$ cat config.mk
export PLATFORM = sky130hd
export DESIGN_NAME = mux_lectura_picoblaze_flat
export DESIGN_NICKNAME = d
export VERILOG_FILES = /design/src/rtl/mux_lectura_picoblaze_pkg.sv /design/src/rtl/mux_lectura_picoblaze_if.sv /design/src/rtl/mux_lectura_picoblaze_antirrebote_flanco.sv /design/src/rtl/mux_lectura_picoblaze.sv /design/src/flat_wrapper.sv
export SDC_FILE = /design/constraint.sdc
export NUM_CORES = 1
export LEC_CHECK = 0
export ABC_CLOCK_PERIOD_IN_PS = 4050
export BUFFER_PORTS_ARGS = -buffer_cell sky130_fd_sc_hd__clkbuf_2
export CAP_MARGIN = 0
export CORE_MARGIN = 5
export CORE_UTILIZATION = 59
export CTS_CLUSTER_SIZE = 30
export DETAILED_ROUTE_END_ITERATION = 12
export PLACE_DENSITY = 0.87
export SLEW_MARGIN = 20
export SYNTH_ARGS = -nofsm -noshare
export SYNTH_HDL_FRONTEND = slang
export SYNTH_SLANG_ARGS = --single-unit
$ cat constraint.sdc
create_clock -name reloj -period 4.05 [get_ports reloj]
set_input_delay 0.6075 -clock reloj [delete_from_list [all_inputs] [get_ports reloj]]
set_output_delay 0.6075 -clock reloj [all_outputs]
set_load 0.03 [all_outputs]
$ cat src/rtl/mux_lectura_picoblaze_pkg.sv
// Shared definitions for the PicoBlaze read-side mux.
// Holds the read port map and the interrupt FSM state encoding.
package pkg_puertos_picoblaze;

    localparam int unsigned PUERTO_W = 8;

    // PicoBlaze INPUT port addresses
    localparam logic [PUERTO_W-1:0] P_EVENTOS = 8'h02;
    localparam logic [PUERTO_W-1:0] P_SWITCH  = 8'h04;
    localparam logic [PUERTO_W-1:0] P_RTC     = 8'h08;
    localparam logic [PUERTO_W-1:0] P_ESTADO  = 8'h10;

    typedef enum logic [1:0] {
        INT_IDLE = 2'd0,
        INT_REQ  = 2'd1,
        INT_WAIT = 2'd2
    } estado_int_t;

endpackage

$ cat src/rtl/mux_lectura_picoblaze_if.sv
// PicoBlaze port/interrupt bus as seen by read-side peripherals.
//   port_id/rd_10/interrupt_ack : driven by the processor (master)
//   in_port/interrupt           : driven by the peripheral (slave)
interface mux_lectura_picoblaze_if;
    import pkg_puertos_picoblaze::*;

    logic [PUERTO_W-1:0] port_id;
    logic                rd_10;
    logic [PUERTO_W-1:0] in_port;
    logic                interrupt;
    logic                interrupt_ack;

    modport master (
        output port_id, rd_10, interrupt_ack,
        input  in_port, interrupt
    );

    modport slave (
        input  port_id, rd_10, interrupt_ack,
        output in_port, interrupt
    );

endinterface

$ cat src/rtl/mux_lectura_picoblaze_antirrebote_flanco.sv
// Button conditioner: 2-flop synchroniser, debounce counter and rising-edge pulse.
//   reloj, resetM : clock, async active-low reset
//   boton         : raw asynchronous button, active-high
//   pulso_c       : one-cycle pulse, high in the cycle before the debounced level rises
module antirrebote_flanco #(
    parameter int unsigned DEB_CICLOS = 16,
    parameter int unsigned DEB_W      = 5
) (
    input  logic reloj,
    input  logic resetM,
    input  logic boton,
    output logic pulso_c
);

    logic [1:0]       sinc;
    logic             nivel;
    logic [DEB_W-1:0] cuenta;
    logic             cambio_c;
    logic             fin_c;

    // Synced level disagrees with the accepted level; fin_c marks the last stable cycle
    assign cambio_c = sinc[1] != nivel;
    assign fin_c    = cambio_c && (cuenta == DEB_W'(DEB_CICLOS - 1));

    // Pulse is combinational so the event register sets on the same edge the level toggles
    assign pulso_c  = fin_c && !nivel;

    // Synchroniser and debounce state
    always_ff @(posedge reloj or negedge resetM) begin
        if (!resetM) begin
            sinc   <= 2'b00;
            nivel  <= 1'b0;
            cuenta <= '0;
        end else begin
            sinc <= {sinc[0], boton};
            if (!cambio_c) begin
                cuenta <= '0;
            end else if (fin_c) begin
                cuenta <= '0;
                nivel  <= ~nivel;
            end else begin
                cuenta <= cuenta + DEB_W'(1);
            end
        end
    end

endmodule

$ cat src/rtl/mux_lectura_picoblaze.sv
// Read-side mux for PicoBlaze INPUT instructions.
//   reloj, resetM          : clock, async active-low reset
//   pb (slave)             : port_id, rd_10, interrupt_ack in; in_port, interrupt out (registered)
//   bot_arriba/abajo/izq/der : raw buttons, debounced into sticky read-to-clear events
//   sw_prog, sw_formato    : raw slide switches, synchronised only
//   dato_rtc, dato_rtc_valid : RTC read bus and its one-cycle strobe
module mux_lectura_picoblaze
    import pkg_puertos_picoblaze::*;
#(
    parameter int unsigned DEB_CICLOS = 16,
    parameter int unsigned DEB_W      = 5,
    parameter bit          INT_EN     = 1'b1
) (
    input  logic                    reloj,
    input  logic                    resetM,
    mux_lectura_picoblaze_if.slave  pb,
    input  logic                    bot_arriba,
    input  logic                    bot_abajo,
    input  logic                    bot_izq,
    input  logic                    bot_der,
    input  logic                    sw_prog,
    input  logic                    sw_formato,
    input  logic [PUERTO_W-1:0]     dato_rtc,
    input  logic                    dato_rtc_valid
);

    localparam int unsigned N_BOT = 4;

    logic [N_BOT-1:0]    botones;
    logic [N_BOT-1:0]    pulso_c;
    logic [N_BOT-1:0]    ev;
    logic [1:0]          sw_s0;
    logic [1:0]          sw_s1;
    logic [PUERTO_W-1:0] rtc_reg;
    logic                dato_nuevo;
    logic                overflow;
    logic                borra_ev_c;
    logic                borra_rtc_c;
    logic                pend_c;
    logic [PUERTO_W-1:0] dato_c;
    estado_int_t         estado;

    // Bit order matches ev = {arriba, abajo, izq, der}
    assign botones = {bot_arriba, bot_abajo, bot_izq, bot_der};

    for (genvar i = 0; i < N_BOT; i++) begin : g_boton
        antirrebote_flanco #(
            .DEB_CICLOS (DEB_CICLOS),
            .DEB_W      (DEB_W)
        ) u_antirrebote (
            .reloj   (reloj),
            .resetM  (resetM),
            .boton   (botones[i]),
            .pulso_c (pulso_c[i])
        );
    end

    assign borra_ev_c  = pb.rd_10 && (pb.port_id == P_EVENTOS);
    assign borra_rtc_c = pb.rd_10 && (pb.port_id == P_ESTADO);
    assign pend_c      = (ev != '0) || dato_nuevo;

    // Event flags, switch synchroniser and RTC capture; sets win over read-clears
    always_ff @(posedge reloj or negedge resetM) begin
        if (!resetM) begin
            ev         <= '0;
            sw_s0      <= 2'b00;
            sw_s1      <= 2'b00;
            rtc_reg    <= '0;
            dato_nuevo <= 1'b0;
            overflow   <= 1'b0;
        end else begin
            ev    <= (borra_ev_c ? '0 : ev) | pulso_c;
            sw_s0 <= {sw_formato, sw_prog};
            sw_s1 <= sw_s0;
            if (dato_rtc_valid) begin
                rtc_reg    <= dato_rtc;
                dato_nuevo <= 1'b1;
                overflow   <= borra_rtc_c ? 1'b0 : (overflow || dato_nuevo);
            end else if (borra_rtc_c) begin
                dato_nuevo <= 1'b0;
                overflow   <= 1'b0;
            end
        end
    end

    // Read map decode
    always_comb begin
        dato_c = '0;
        case (pb.port_id)
            P_EVENTOS: dato_c = {4'b0000, ev};
            P_SWITCH:  dato_c = {6'b000000, sw_s1};
            P_RTC:     dato_c = rtc_reg;
            P_ESTADO:  dato_c = {6'b000000, overflow, dato_nuevo};
            default:   dato_c = '0;
        endcase
    end

    always_ff @(posedge reloj or negedge resetM) begin
        if (!resetM) begin
            pb.in_port <= '0;
        end else begin
            pb.in_port <= dato_c;
        end
    end

    // Interrupt request/ack FSM; no re-raise until every pending flag has been cleared
    always_ff @(posedge reloj or negedge resetM) begin
        if (!resetM) begin
            estado       <= INT_IDLE;
            pb.interrupt <= 1'b0;
        end else begin
            case (estado)
                INT_IDLE: begin
                    if (INT_EN && pend_c) begin
                        estado       <= INT_REQ;
                        pb.interrupt <= 1'b1;
                    end
                end
                INT_REQ: begin
                    if (pb.interrupt_ack) begin
                        estado       <= INT_WAIT;
                        pb.interrupt <= 1'b0;
                    end
                end
                INT_WAIT: begin
                    pb.interrupt <= 1'b0;
                    if (!pend_c) begin
                        estado <= INT_IDLE;
                    end
                end
                default: begin
                    estado       <= INT_IDLE;
                    pb.interrupt <= 1'b0;
                end
            endcase
        end
    end

endmodule

$ cat src/flat_wrapper.sv
// flat-port wrapper written by rule: the top's interface ports become plain ports
module mux_lectura_picoblaze_flat import pkg_puertos_picoblaze::*;
#(
    parameter int unsigned DEB_CICLOS = 16,
    parameter int unsigned DEB_W      = 5,
    parameter bit          INT_EN     = 1'b1
)
  (reloj, resetM, bot_arriba, bot_abajo, bot_izq, bot_der, sw_prog, sw_formato, dato_rtc, dato_rtc_valid, pb_port_id, pb_rd_10, pb_interrupt_ack, pb_in_port, pb_interrupt);
  mux_lectura_picoblaze_if pb_i ();
  input  logic reloj;
  input  logic resetM;
  input  logic bot_arriba;
  input  logic bot_abajo;
  input  logic bot_izq;
  input  logic bot_der;
  input  logic sw_prog;
  input  logic sw_formato;
  input  logic [PUERTO_W-1:0] dato_rtc;
  input  logic dato_rtc_valid;
  input wire logic [$bits(pb_i.port_id)-1:0] pb_port_id;
  input wire logic [$bits(pb_i.rd_10)-1:0] pb_rd_10;
  input wire logic [$bits(pb_i.interrupt_ack)-1:0] pb_interrupt_ack;
  output wire logic [$bits(pb_i.in_port)-1:0] pb_in_port;
  output wire logic [$bits(pb_i.interrupt)-1:0] pb_interrupt;
  assign pb_i.port_id = pb_port_id;
  assign pb_i.rd_10 = pb_rd_10;
  assign pb_i.interrupt_ack = pb_interrupt_ack;
  assign pb_in_port = pb_i.in_port;
  assign pb_interrupt = pb_i.interrupt;
  mux_lectura_picoblaze #(.DEB_CICLOS(DEB_CICLOS), .DEB_W(DEB_W), .INT_EN(INT_EN)) u_core (.reloj(reloj), .resetM(resetM), .pb(pb_i), .bot_arriba(bot_arriba), .bot_abajo(bot_abajo), .bot_izq(bot_izq), .bot_der(bot_der), .sw_prog(sw_prog), .sw_formato(sw_formato), .dato_rtc(dato_rtc), .dato_rtc_valid(dato_rtc_valid));
endmodule
### Yosys cells after proc, flatten, opt, wreduce, memory -nomap -nowiden

Index checks and enable logic that the tools add are counted.
Widths: inputs -> output; s select.

* add/subtract/negate cells: 4
* eq/ne operators: 17
* multiplexer cells: 21
* bitwise logic cells: 5
* reduce and logical (&&, ||, !) cells: 25

Operators by type and width (count)
* $mux 5: 8
* $pmux 8 s4: 1
* $add 5x1->5 const B: 4
* $eq 5x4->1 const B: 4
* $logic_and 1x1->1: 10
* $reduce_and 2->1: 5
* $eq 8x2->1 const B: 1
* $eq 8x3->1 const B: 1
* $eq 8x4->1 const B: 1
* $eq 8x5->1 const B: 1
* $mux 1: 6
* $mux 2: 3
* $pmux 2 s3: 1
* $logic_not 1->1: 4
* $mux 4: 1
* $ne 1x1->1: 4
* $ne 2x2->1 const B: 2
* $not 1->1: 4
* $or 4x4->4: 1
* $reduce_bool 4->1: 1
* $reduce_and 3->1: 1
* $eq 2x1->1 const B: 1
* $eq 2x2->1 const B: 1
* $logic_not 2->1: 1
* other kinds (4): 5

* flip-flop bits (word level): 61
* output and inout port bits: 9
* logic and storage cells: 93

### Logic depth before layout (Yosys ltp)

* depth after elaboration: 4
* mapped depth: 5
* gate-level depth less buffers: 5

### Hierarchy

Synthesis repeated with hierarchy kept, for this count alone.

* cells, all modules: 178
* area total of the unflattened synthesis: 2433.6 sq um

Modules (own cells, without submodules)
* antirrebote_flanco: instances 4, cells each 24, area an instance 325.3 sq um
* mux_lectura_picoblaze: instances 1, cells each 82, area an instance 1132.3 sq um

### Worst setup path after synthesis

No wires, ideal clock.

* path type: in2reg
* start point: input port pb_port_id[0]
* end point: register u_core.ev[0]
* setup time: 122 ps
* arrival time: 1800 ps
* data required time: 3928 ps
* path slack: 2128 ps
* cell stages on the path: 4
* path through: or4_4 -> nor4_4 -> nand2_2 -> a32o_1

* longest elaborated chain between the ends: 4

Ends and longest elaborated chain
* start, declared: line flat_wrapper.sv:20 `input wire logic [$bits(pb_i.port_id)-1:0] pb_port_id;`
* $eq 8x2->1: line mux_lectura_picoblaze.sv:58 `assign borra_ev_c = pb.rd_10 && (pb.port_id == P_EVENTOS);`
* $logic_and 1x1->1: line mux_lectura_picoblaze.sv:58
* $mux 4: line mux_lectura_picoblaze.sv:72 `ev <= (borra_ev_c ? '0 : ev) | pulso_c;`
* $or 4x4->4: line mux_lectura_picoblaze.sv:72
* end signal, assigned: line mux_lectura_picoblaze.sv:72
* end, declared: line mux_lectura_picoblaze.sv:31 `logic [N_BOT-1:0] ev;`

No other way between the ends.
A chain may end at the register's enable or synchronous reset.

### Worst setup path after layout

* start point: input port pb_port_id[0]
* end point: register u_core.ev[2]

The elaborated chain is that of the path after synthesis.

==> out/qor.yml <==
pwr:
  power_density_nw_per_um2: 469
  vdd_ir_drop_max_mv: 0.307
  power.static_leakage_nw: 1.35
synthesis:
  ys_warn_count: 0
  synth_simple_gate_area_share_pct: 14.0
  synth_top_family_by_area: "simple AND/OR/NAND/NOR gates"
  synthMuxAreaShare_pct: 4.32
  synthAdderAreaFrac_pct: 2.16
  synth_seq_cells: 61
  avgSynthCellArea_um2: 13.0
  syn_inst: 178
  synthTopCellsByArea: "dfrtp_1 (66%), mux2_2 (3.9%), xor2_1 (3.4%), nor2_1 (2.8%), ha_1 (2.2%)"
  synth_nets: 209
  yosysTopAreaCell: "dfrtp_1"
  ys_types: 32
  synthXorXnorAreaFrac_pct: 4.16
  synth_compound_area_share_pct: 7.83
  syn_area_um2: 2320
  ys_seq_area_share_pct: 65.9
  synth_top_area_share_pct: 65.9
sta:
  final-hold-violation-count: 0
  relSlewSlack_pct: 47.4
  final.setup.tns_ns: 0
  rsz0062_at_grt: "false"
  post-route-period-util_pct: 44.1
  fin_hold_ws_ns: 0.346
  finalSetupViolations: 0
  worst_pin_slew_ns: 0.789
  finalCriticalPeriod_ns: 1.79
  setup_slack_ns: 2.26
  finalClockSkew_ns: 0.00986
  fmax_mhz: 559
  drv_slew: 0
clock_network:
  cts_max_level: 3
  clk_latency_ns: 0.33
  cts.repair.resized: 0
  post_cts_buffers: 0
  ctsHoldBuffers: 0
  cts_root_buf: "clkbuf_8"
  cts_buffers: 9
  cts_tree: "yes"
  clk_pin_slew_ns: 0.06
  clkSinkCount: 61
  cts_buffer_depth: 2
global_routing:
  grt_max_degree: 35
  grt_first_pass_wirelength_mm: 6.85
  grt.overflow.total: 0
  antenna_found_initial: 0
  grt_pass1_vias: 1577
  grt_usage_pct: 17.5
floorplanning:
  initial_core_util_pct: 61.9
  std_cell_rows: 22
  die-area_um2: 5280
  pin_count: 36
  die_y_um: 72.7
  die_x_um: 72.7
  core-area_um2: 3740
run_status:
  outcome: "complete, no violations"
detailed_routing:
  remaining_drc_errors: 0
  ant_nets: 0
  drt_iter0_markers: 93
  drt_pass1_iterations: 4
  vias: 1498
  routedWlPerCell_um: 14.5
  via_per_inst: 5.45
  routed_wl_mm: 4.00
final_layout:
  drive_gt1_share_pct: 26.4
  largest_reg_flops: 20
  fillCellCount: 264
  finalNetCount: 255
  largest_register: "u_core.g_boton.u_antirrebote.cuenta"
  antenna_cells: 0
  syn_to_final_growth_pct: 18.1
placement:
  gp_congestion: 0.767
  portBuffers: 35
  dp_hpwl_mm: 2.87
  dp_slack_ns: 1.91
critical_path:
  end_kind: "flip-flop"
  arrival_ns: 2.00
  required_ns: 4.26
  start_kind: "primary input"
  worstPathMaxFanout: 5
  rrSetupSlack_ns: 2.66
  path_class: "in -> reg"
min_path:
  hp-class: "in -> async"
flow_run:
  maxCapViolCount: 0
==> layout make-up <==
cell class	count	area (um2)	share of cell area (%)
Inverter	9	33.8	1.24
Multi-Input combinational cell	107	752	27.5
Tap cell	48	60.1	2.20
Clock inverter	2	35.0	1.28
Timing Repair Buffer	36	183	6.68
Sequential cell	61	1530	55.8
Clock buffer	12	145	5.31
==> metrics by stage <==
step	util, %	power (W)	cells	area [um2]
floorplan	-	0.000744	178	2320
global placement	68.2	0.000787	261	2550
detailed placement	68.2	0.000793	261	2550
CTS	73.1	0.00130	275	2740
global route	73.1	0.00134	275	2740
finish	73.1	0.00128	275	2740
==> logic make-up (layout without fill, tap and decap cells) <==
group	after synthesis	in the layout
adders and majority gates	4	4
xor gates and xnor gates	11	11
and+or+nand+nor	57	57
DFF	61	61
AOI/OAI and AO/OA	26	26
buffers and inverters	10	59
muxes	9	9
==> power by group <==
group / switching, W / total, W / internal [W] / leakage [nW]
sequential: 0.0000266 / 0.000676 / 0.000649 / 0.780
clock: 0.000207 / 0.000501 / 0.000293 / 0.0923
combinational: 0.0000594 / 0.000105 / 0.0000458 / 0.475
==> path summary, 6_finish.rpt <==
| path | start | cells after the start | to |
|---|---|---|---|
| worst max register to register | u_core.ev[1]$_DFF_PN0_ | 3 | u_core.estado[1]$_DFFE_PN0P_ |
| min in group reloj | u_core.g_boton[1].u_antirrebote.sinc[0]$_DFF_PN0_ | 0 | u_core.g_boton[1].u_antirrebote.sinc[1]$_DFF_PN0_ |
| worst min-delay path | resetM | 1 | u_core.pb.interrupt$_DFFE_PN0P_ |
| worst max-delay path | pb_port_id[0] | 5 | u_core.ev[2]$_DFF_PN0_ |
| worst min register to register | u_core.g_boton[1].u_antirrebote.sinc[0]$_DFF_PN0_ | 0 | u_core.g_boton[1].u_antirrebote.sinc[1]$_DFF_PN0_ |
| max in group asynchronous | resetM | 2 | u_core.g_boton[0].u_antirrebote.cuenta[0]$_DFF_PN0_ |
==> synthesized netlist by cell type <==
cell type	number
inv_1	9
or4_1	1
a21o_1	1
ha_1	4
nand4b_1	1
clkbuf_1	1
xor2_1	9
mux2_2	8
nand2b_1	2
and3_1	3
a22oi_1	3
a21oi_1	4
or2b_1	1
o21ai_0	8
nand2_1	7
nor2_1	17
a221o_1	2
nor3_1	2
a32o_1	4
a31oi_1	1
or3_1	1
nand2_2	1
nor4_4	2
o21bai_1	1
mux2i_1	1
nor2b_1	3
a22o_1	2
or4_4	1
xnor2_1	2
nand3_1	8
dfrtp_1	61
and2_1	7
==> routing by layer <==
metal  GRT usage (%)  routed length [um]  vias to the layer above
met4            11.1                 144                        0
met5               0                   0                        -
li1                -                   -                      712
met2            26.7                1890                       47
met1            22.0                1720                      724
met3            5.10                 244                       15
==> placed cells by master, fill, tap and decap left out, types with 7 or more instances in the layout <==
cell	n
clkbuf_8	10
o21ai_0	8
dfrtp_1	61
nand2_1	7
inv_1	9
clkbuf_2	35
mux2_2	8
nand3_1	8
and2_1	7
nor2_1	17
xor2_1	9
==> critical path, stage by stage <==
cell	delay, ns
clkbuf_2	0.08
or4_4	0.58
nor4_4	0.36
nand2_2	0.14
a32o_1	0.23
(Power assumes the default switching activity.)
